$ cat config.mk
export PLATFORM = sky130hd
export DESIGN_NAME = edge_walk_sequencer
export DESIGN_NICKNAME = d
export VERILOG_FILES = /design/src/rtl/edge_walk_sequencer_pkg.sv /design/src/rtl/edge_walk_sequencer.sv
export SDC_FILE = /design/constraint.sdc
export NUM_CORES = 1
export LEC_CHECK = 0
export BUFFER_PORTS_ARGS = -buffer_cell sky130_fd_sc_hd__buf_2
export CAP_MARGIN = 0
export CORE_MARGIN = 2
export CORE_UTILIZATION = 48
export DETAILED_ROUTE_END_ITERATION = 7
export PLACE_DENSITY = 0.8
export SLEW_MARGIN = 20
export SYNTH_ARGS = -nofsm -noshare
export SYNTH_HDL_FRONTEND = slang
export SYNTH_SLANG_ARGS = --single-unit
$ cat constraint.sdc
create_clock -name clk -period 2.2 [get_ports clk]
set_input_delay 0.55 -clock clk [delete_from_list [all_inputs] [get_ports clk]]
set_output_delay 0.55 -clock clk [all_outputs]
set_load 0.1 [all_outputs]
$ cat src/rtl/edge_walk_sequencer_pkg.sv
// Shared definitions for the edge-walk sequencer: default widths and the
// 3-bit walk-state encoding.
package edge_walk_sequencer_pkg;

  localparam int NODE_IDX_WIDTH  = 9;
  localparam int COUNTER_WIDTH   = 4;
  localparam int ACCUM_VAL_WIDTH = 24;

  localparam logic [2:0] ST_IDLE  = 3'd0;
  localparam logic [2:0] ST_ISSUE = 3'd1;
  localparam logic [2:0] ST_WAIT  = 3'd2;
  localparam logic [2:0] ST_EMIT  = 3'd3;
  localparam logic [2:0] ST_DONE  = 3'd4;

  typedef enum logic [2:0] {
    IDLE  = ST_IDLE,
    ISSUE = ST_ISSUE,
    WAIT  = ST_WAIT,
    EMIT  = ST_EMIT,
    DONE  = ST_DONE
  } walk_state_t;

endpackage

$ cat src/rtl/edge_walk_sequencer.sv
// Expands one node into per-successor (index, path count) tokens by walking
// its adjacency list one slot at a time: issue read, capture, emit.
module edge_walk_sequencer
  import edge_walk_sequencer_pkg::*;
#(
  parameter int PARAM_NODE_IDX_WIDTH  = NODE_IDX_WIDTH,
  parameter int PARAM_COUNTER_WIDTH   = COUNTER_WIDTH,
  parameter int PARAM_ACCUM_VAL_WIDTH = ACCUM_VAL_WIDTH
) (
  input  logic                             clk,
  input  logic                             rst_n,
  input  logic                             req_valid,
  output logic                             req_ready,
  input  logic [PARAM_NODE_IDX_WIDTH-1:0]  req_node_idx,
  input  logic [PARAM_ACCUM_VAL_WIDTH-1:0] req_accum_val,
  output logic                             mem_rd_en,
  output logic [PARAM_NODE_IDX_WIDTH-1:0]  mem_node_idx,
  output logic [PARAM_COUNTER_WIDTH-1:0]   mem_edge_sel,
  input  logic [PARAM_NODE_IDX_WIDTH-1:0]  mem_next_node_idx,
  input  logic [PARAM_COUNTER_WIDTH-1:0]   mem_next_node_counter,
  output logic                             out_valid,
  input  logic                             out_ready,
  output logic [PARAM_NODE_IDX_WIDTH-1:0]  out_node_idx,
  output logic [PARAM_ACCUM_VAL_WIDTH-1:0] out_accum_val,
  output logic                             out_last,
  output logic                             busy,
  output logic                             done
);

  walk_state_t                      state_q, state_d;
  logic [PARAM_NODE_IDX_WIDTH-1:0]  node_q;
  logic [PARAM_ACCUM_VAL_WIDTH-1:0] accum_q;
  logic [PARAM_COUNTER_WIDTH-1:0]   slot_q;
  logic [PARAM_COUNTER_WIDTH-1:0]   count_q;
  logic [PARAM_NODE_IDX_WIDTH-1:0]  succ_q;

  logic [PARAM_COUNTER_WIDTH-1:0]   edge_count;
  logic                             is_last;

  // The successor count is only trusted from the slot-0 read; later reads
  // may carry anything on the counter lane.
  assign edge_count = (slot_q == '0) ? mem_next_node_counter : count_q;
  assign is_last    = (slot_q == (count_q - 1'b1));

  // NOTE: every register, including the datapath latches, is cleared by reset
  // so mem_node_idx/mem_edge_sel come out of reset as zero rather than X.
  always_ff @(posedge clk or negedge rst_n) begin
    if (!rst_n) begin
      state_q <= IDLE;
      node_q  <= '0;
      accum_q <= '0;
      slot_q  <= '0;
      count_q <= '0;
      succ_q  <= '0;
    end else begin
      // NOTE: sequential state uses non-blocking assignments so every register
      // samples the pre-edge values, independent of statement order.
      state_q <= state_d;
      case (state_q)
        IDLE: begin
          if (req_valid) begin
            node_q  <= req_node_idx;
            accum_q <= req_accum_val;
            slot_q  <= '0;
          end
        end
        WAIT: begin
          succ_q <= mem_next_node_idx;
          if (slot_q == '0) count_q <= mem_next_node_counter;
        end
        EMIT: begin
          if (out_ready && !is_last) slot_q <= slot_q + 1'b1;
        end
        default: ;
      endcase
    end
  end

  always_comb begin
    // NOTE: every output of this block gets a default first, so no path can
    // leave one unassigned and infer a latch.
    state_d       = state_q;
    req_ready     = 1'b0;
    mem_rd_en     = 1'b0;
    out_valid     = 1'b0;
    out_node_idx  = '0;
    out_accum_val = '0;
    out_last      = 1'b0;
    done          = 1'b0;
    case (state_q)
      IDLE: begin
        req_ready = 1'b1;
        if (req_valid) state_d = ISSUE;
      end
      ISSUE: begin
        mem_rd_en = 1'b1;
        state_d   = WAIT;
      end
      WAIT: begin
        state_d = (edge_count == '0) ? DONE : EMIT;
      end
      EMIT: begin
        out_valid     = 1'b1;
        out_node_idx  = succ_q;
        out_accum_val = accum_q;
        out_last      = is_last;
        if (out_ready) state_d = is_last ? DONE : ISSUE;
      end
      DONE: begin
        done    = 1'b1;
        state_d = IDLE;
      end
      default: state_d = IDLE;
    endcase
  end

  // Address lines follow the latched registers, so they hold between reads.
  assign mem_node_idx = node_q;
  assign mem_edge_sel = slot_q;
  assign busy         = (state_q != IDLE);

endmodule
---- Word level (Yosys, flattened, before mapping) ----
Cells that the tools add are included.
storage, ports and cells
  bits in registers ....................... 53
  bits in latches ......................... 0
  RAM bits ................................ 0
  ROM bits ................................ 0
  bits of input ports ..................... 50
  output and inout bits ................... 52
  memories ................................ 0
operators by class
  add/sub/neg operators ................... 2
  multipliers ............................. 0
  divide/modulo/power cells ............... 0
  order comparisons ....................... 0
  equal/unequal tests ..................... 8
  shifts and indexed selects .............. 0
  multiplexer cells ....................... 16
  bitwise logic cells ..................... 0
  reduce and logical (&&, ||, !) cells .... 10
operators with widths
  cell                 number
  $mux 24              1
  $mux 3               4
  $mux 4               3
  $pmux 3 s4           1
  $mux 9               1
  $logic_not 4->1      2
  $pmux 4 s2           1
  $eq 3x2->1 const B   2
  $ne 2x2->1 const B   3
  $mux 1               5
  $add 4x1->4 const B  1
  $eq 4x4->1           1
  $reduce_and 2->1     2
  $sub 4x1->4 const B  1
  $eq 3x1->1 const B   1
  $eq 3x3->1 const B   1
  $logic_not 3->1      1
  $reduce_and 3->1     1
  $reduce_bool 3->1    1
  $reduce_bool 2->1    1
  $logic_and 1x1->1    1
  $logic_not 1->1      1

---- Longest topological paths before layout ----
  word-level depth ........................ 6
  gate-level depth with buffers ........... 7
  depth with buffers taken out ............ 7

---- Least setup slack after synthesis ----
No wires, ideal clock.
  path kind ............................... flip-flop to output port
  from .................................... register slot_q[3] (netlist: mem_edge_sel[3])
  to ...................................... output port out_last
  arrival time ............................ 3.022 ns
  required time ........................... 1.650 ns
  slack ................................... -1.372 ns
  stages on the path, launching flop included .. 5
  cell sequence ........................... dfrtp_1 > xnor2_1 > xnor2_1 > or3_4 > nor2_1
on the way
  cells in the longest elaborated chain, start to end .. 2
RTL lines
  what                    line                       source
  from (decl)             edge_walk_sequencer.sv:33  logic [PARAM_COUNTER_WIDTH-1:0] slot_q;
  from (signal assigned)  edge_walk_sequencer.sv:72  if (out_ready && !is_last) slot_q <= slot_q + 1'b1;
  $eq 4x4->1              edge_walk_sequencer.sv:43  assign is_last = (slot_q == (count_q - 1'b1));
  $mux 1                  edge_walk_sequencer.sv:90  case (state_q)
  to (decl)               edge_walk_sequencer.sv:25  output logic out_last,
No other way between the ends.

---- Worst setup path after layout ----
  from .................................... register count_q[1]
  to ...................................... output port out_last
on the way
  cells in the longest elaborated chain, start to end .. 3
RTL lines
  what                    line                       source
  from (decl)             edge_walk_sequencer.sv:34  logic [PARAM_COUNTER_WIDTH-1:0] count_q;
  from (signal assigned)  edge_walk_sequencer.sv:69  if (slot_q == '0) count_q <= mem_next_node_counter;
  $sub 4x1->4             edge_walk_sequencer.sv:43
  $eq 4x4->1              edge_walk_sequencer.sv:43
  $mux 1                  edge_walk_sequencer.sv:90
No other way between the ends.

==> results_dict.tcl <==
set metrics [dict create \
    syn_to_final_growth_pct 59.7 \
    hp-class "input port to async pin" \
    final_cells 380 \
    violations "setup timing" \
    postCtsHoldBufs 0 \
    max_slew_margin_pct 62.9 \
    r2r_cells 8 \
    drtPass1Iterations 4 \
    n_fill_cell 304 \
    clock_path_buffers 2 \
    cap_violations 0 \
    grt_pass1_wl_um 9690 \
    synth_area_um2 2520 \
    finalCritPeriodShare_pct 110 \
    layout-drive-gt1-share_pct 70.0 \
    gp_congestion 0.711 \
    finish.utilization_pct 79.2 \
    slowest_delay_ps 390 \
    clock.fmax_ghz 0.413 \
    multi_input_area_um2 1290 \
    wl_um 5840 \
    clkTransAtPathRegs_ps 90 \
    start_kind "flip-flop" \
    setup_ws_ps -223 \
    worst-setup-path-type "flip-flop to output pin" \
    final-hold-violation-count 0 \
    slowest_stage "or3_4" \
    stdcell_area_um2 4020 \
    arrival_ps 1870 \
    report.final.slew_viol_count 0 \
    outcome "finished with violations" \
    start_util_pct 49.6 \
    crit_top_cell "xnor2_2" \
    portBuffers 101 \
    finalCriticalPeriod_ps 2420 \
    syn-mean-instance-area_um2 12.8 \
    grt.total_usage_pct 20.8 \
    grt_start_max_net_pins 38 \
    fin_skew_ps 8.45 \
    wl_per_cell_um 15.4 \
    reg2reg_slack_ps 280 \
    diodes 0 \
    drcViolationCount 0 \
    ys_top_cells_by_area "dfrtp_1 (53%), mux2_2 (21%), and2_1 (8.4%), ha_1 (1.5%), xnor2_1 (1.4%)" \
    ys_seq_area_share_pct 52.7 \
    die_w_um 76.4 \
    r2r_end "mem_edge_sel[1]" \
    antenna_left 0 \
    antenna_found_initial 0 \
    viasPerCell 4.94 \
    dp_cells 368 \
    syn_inst 197 \
    crit_required_ps 1650 \
    ys_seq_elements 53 \
    synth_cell_types 30 \
    overflow 0 \
    vias 1877 \
    crit_chain "inv_2, ha_4, xnor2_2, xnor2_2, or3_4, nor2_4, buf_12" \
    rsz0062_at_grt "true" \
    endpoint_kind "output pin" \
    numCtsBuffers 5 \
    setup_viol 1 \
    worst_pin_slew_ps 557 \
    syn_nets 250 \
    finalNetCount 362 \
    synth_top_area_cell "dfrtp_1" \
    yosysWarnings 0 \
    num_rows 26 \
    drt_iter0_drc 79 \
    fp.dieH_um 76.4 \
    cts_root_buf "clkbuf_8" \
    dieArea_um2 5840 \
    regArea_um2 1330 \
    synth_top_area_share_pct 52.7 \
    worst-path-max-fanout 3 \
    clk_latency_ps 300 \
    placed_cell_area_um2 3850 \
    tritoncts "done" \
    ctsHtreeMaxLevel 2 \
    grt_pass1_vias 2059 \
    cts_sinks 53 \
    hpwl_um 4450 \
    io_pins 102 \
    r2r_start "count_q[1]" \
    core_area_um2 5070 \
]
==> cells in the final DEF (no fill, tap or decap), drive strengths merged <==
master / instances
a21oi: 1
a2bb2oi: 1
a311oi: 1
and2: 34
and3: 1
buf: 115
bufinv: 1
clkbuf: 7
dfrtp: 53
ha: 3
inv: 8
mux2: 48
mux2i: 2
nand2: 4
nand3b: 1
nor2: 6
nor3: 3
nor3b: 4
nor4: 2
o21ai: 2
o311ai: 2
o31ai: 1
or3: 2
xnor2: 4
xor2: 4
==> synth_stat cells <==
cell type  number
dfrtp_1        53
mux2_2         46
and2_1         34
inv_1           8
nor2_1          6
nor3b_1         4
xnor2_1         4
xor2_1          4
buf_2           3
buf_4           3
clkbuf_1        3
ha_1            3
nand2_1         3
mux2_4          2
mux2i_1         2
nor3_2          2
nor4_1          2
o21ai_0         2
o311ai_1        2
a21oi_1         1
a2bb2oi_1       1
a311oi_1        1
and3_1          1
buf_6           1
nand2_4         1
nand3b_1        1
nor3_4          1
o31ai_1         1
or3_1           1
or3_4           1
==> flip-flops by register name, summed over array words and instances, names as in the netlist <==
register and count:
mem_edge_sel 4, mem_node_idx 9, accum_q 24, state_q 3
succ_q 9, count_q 4
==> how the worst max path moves through the flow <==
stage               start       end  slack, ps
5_1_grt        count_q[1]  out_last       -310
4_1_cts        count_q[1]  out_last       -270
6_report       count_q[1]  out_last       -220
2_1_floorplan  state_q[0]      busy       -370
3_5_place_dp   count_q[0]  out_last         50
3_3_place_gp   count_q[0]  out_last         90
==> metrics by stage <==
step / setup WS, ps / TNS, ps / hold WS [ps]
after CTS: -274 / -274 / 228
after global placement: 94.4 / 0 / 481
after detailed placement: 47.3 / 0 / 488
after global routing: -309 / -309 / 250
after floorplan: -369 / -3450 / 254
final: -223 / -223 / 226
==> per-layer routing <==
metal | share of wire, % | global-route usage, % | up-vias
met3 | 5.9 | 5.69 | 5
met2 | 53 | 39.1 | 68
met1 | 40 | 23.0 | 916
met5 | 0 | 0 | -
met4 | 0.91 | 5.09 | 0
li1 | - | - | 888
==> final cells by class <==
class,count,area share (%)
Sequential cell,53,33.1
Inverter,8,0.747
Multi-Input combinational cell,126,32.2
Tap cell,70,2.18
Clock buffer,7,2.15
Clock inverter,1,0.747
Timing Repair Buffer,115,28.9
==> timing repair <==
item | in CTS | in global routing
pin swaps | 3 | 2
resized for setup | 3 | 2
setup buffers | 3 | 1
endpoints found under the setup margin | 27 | 1
==> critical path: cells and delay by family (launching register included) <==
family	cells	cell delay (ps)
and+or+nand+nor	2	500
xor gates and xnor gates	2	300
adders and majority gates	1	160
DFF	1	380
buffers and inverters	2	240
==> logic make-up after synthesis <==
kind of cell	count (synthesis)	share of synthesized area (%)
buf+inv	18	3.58
xor+xnor	8	2.78
mux	50	22.6
compound gates	8	2.29
flops	53	52.7
fa+ha+maj	3	1.49
simple gates	57	14.6
Power is not shown: default switching activity piles up to over one toggle a cycle in this logic, so the estimate is an artifact.
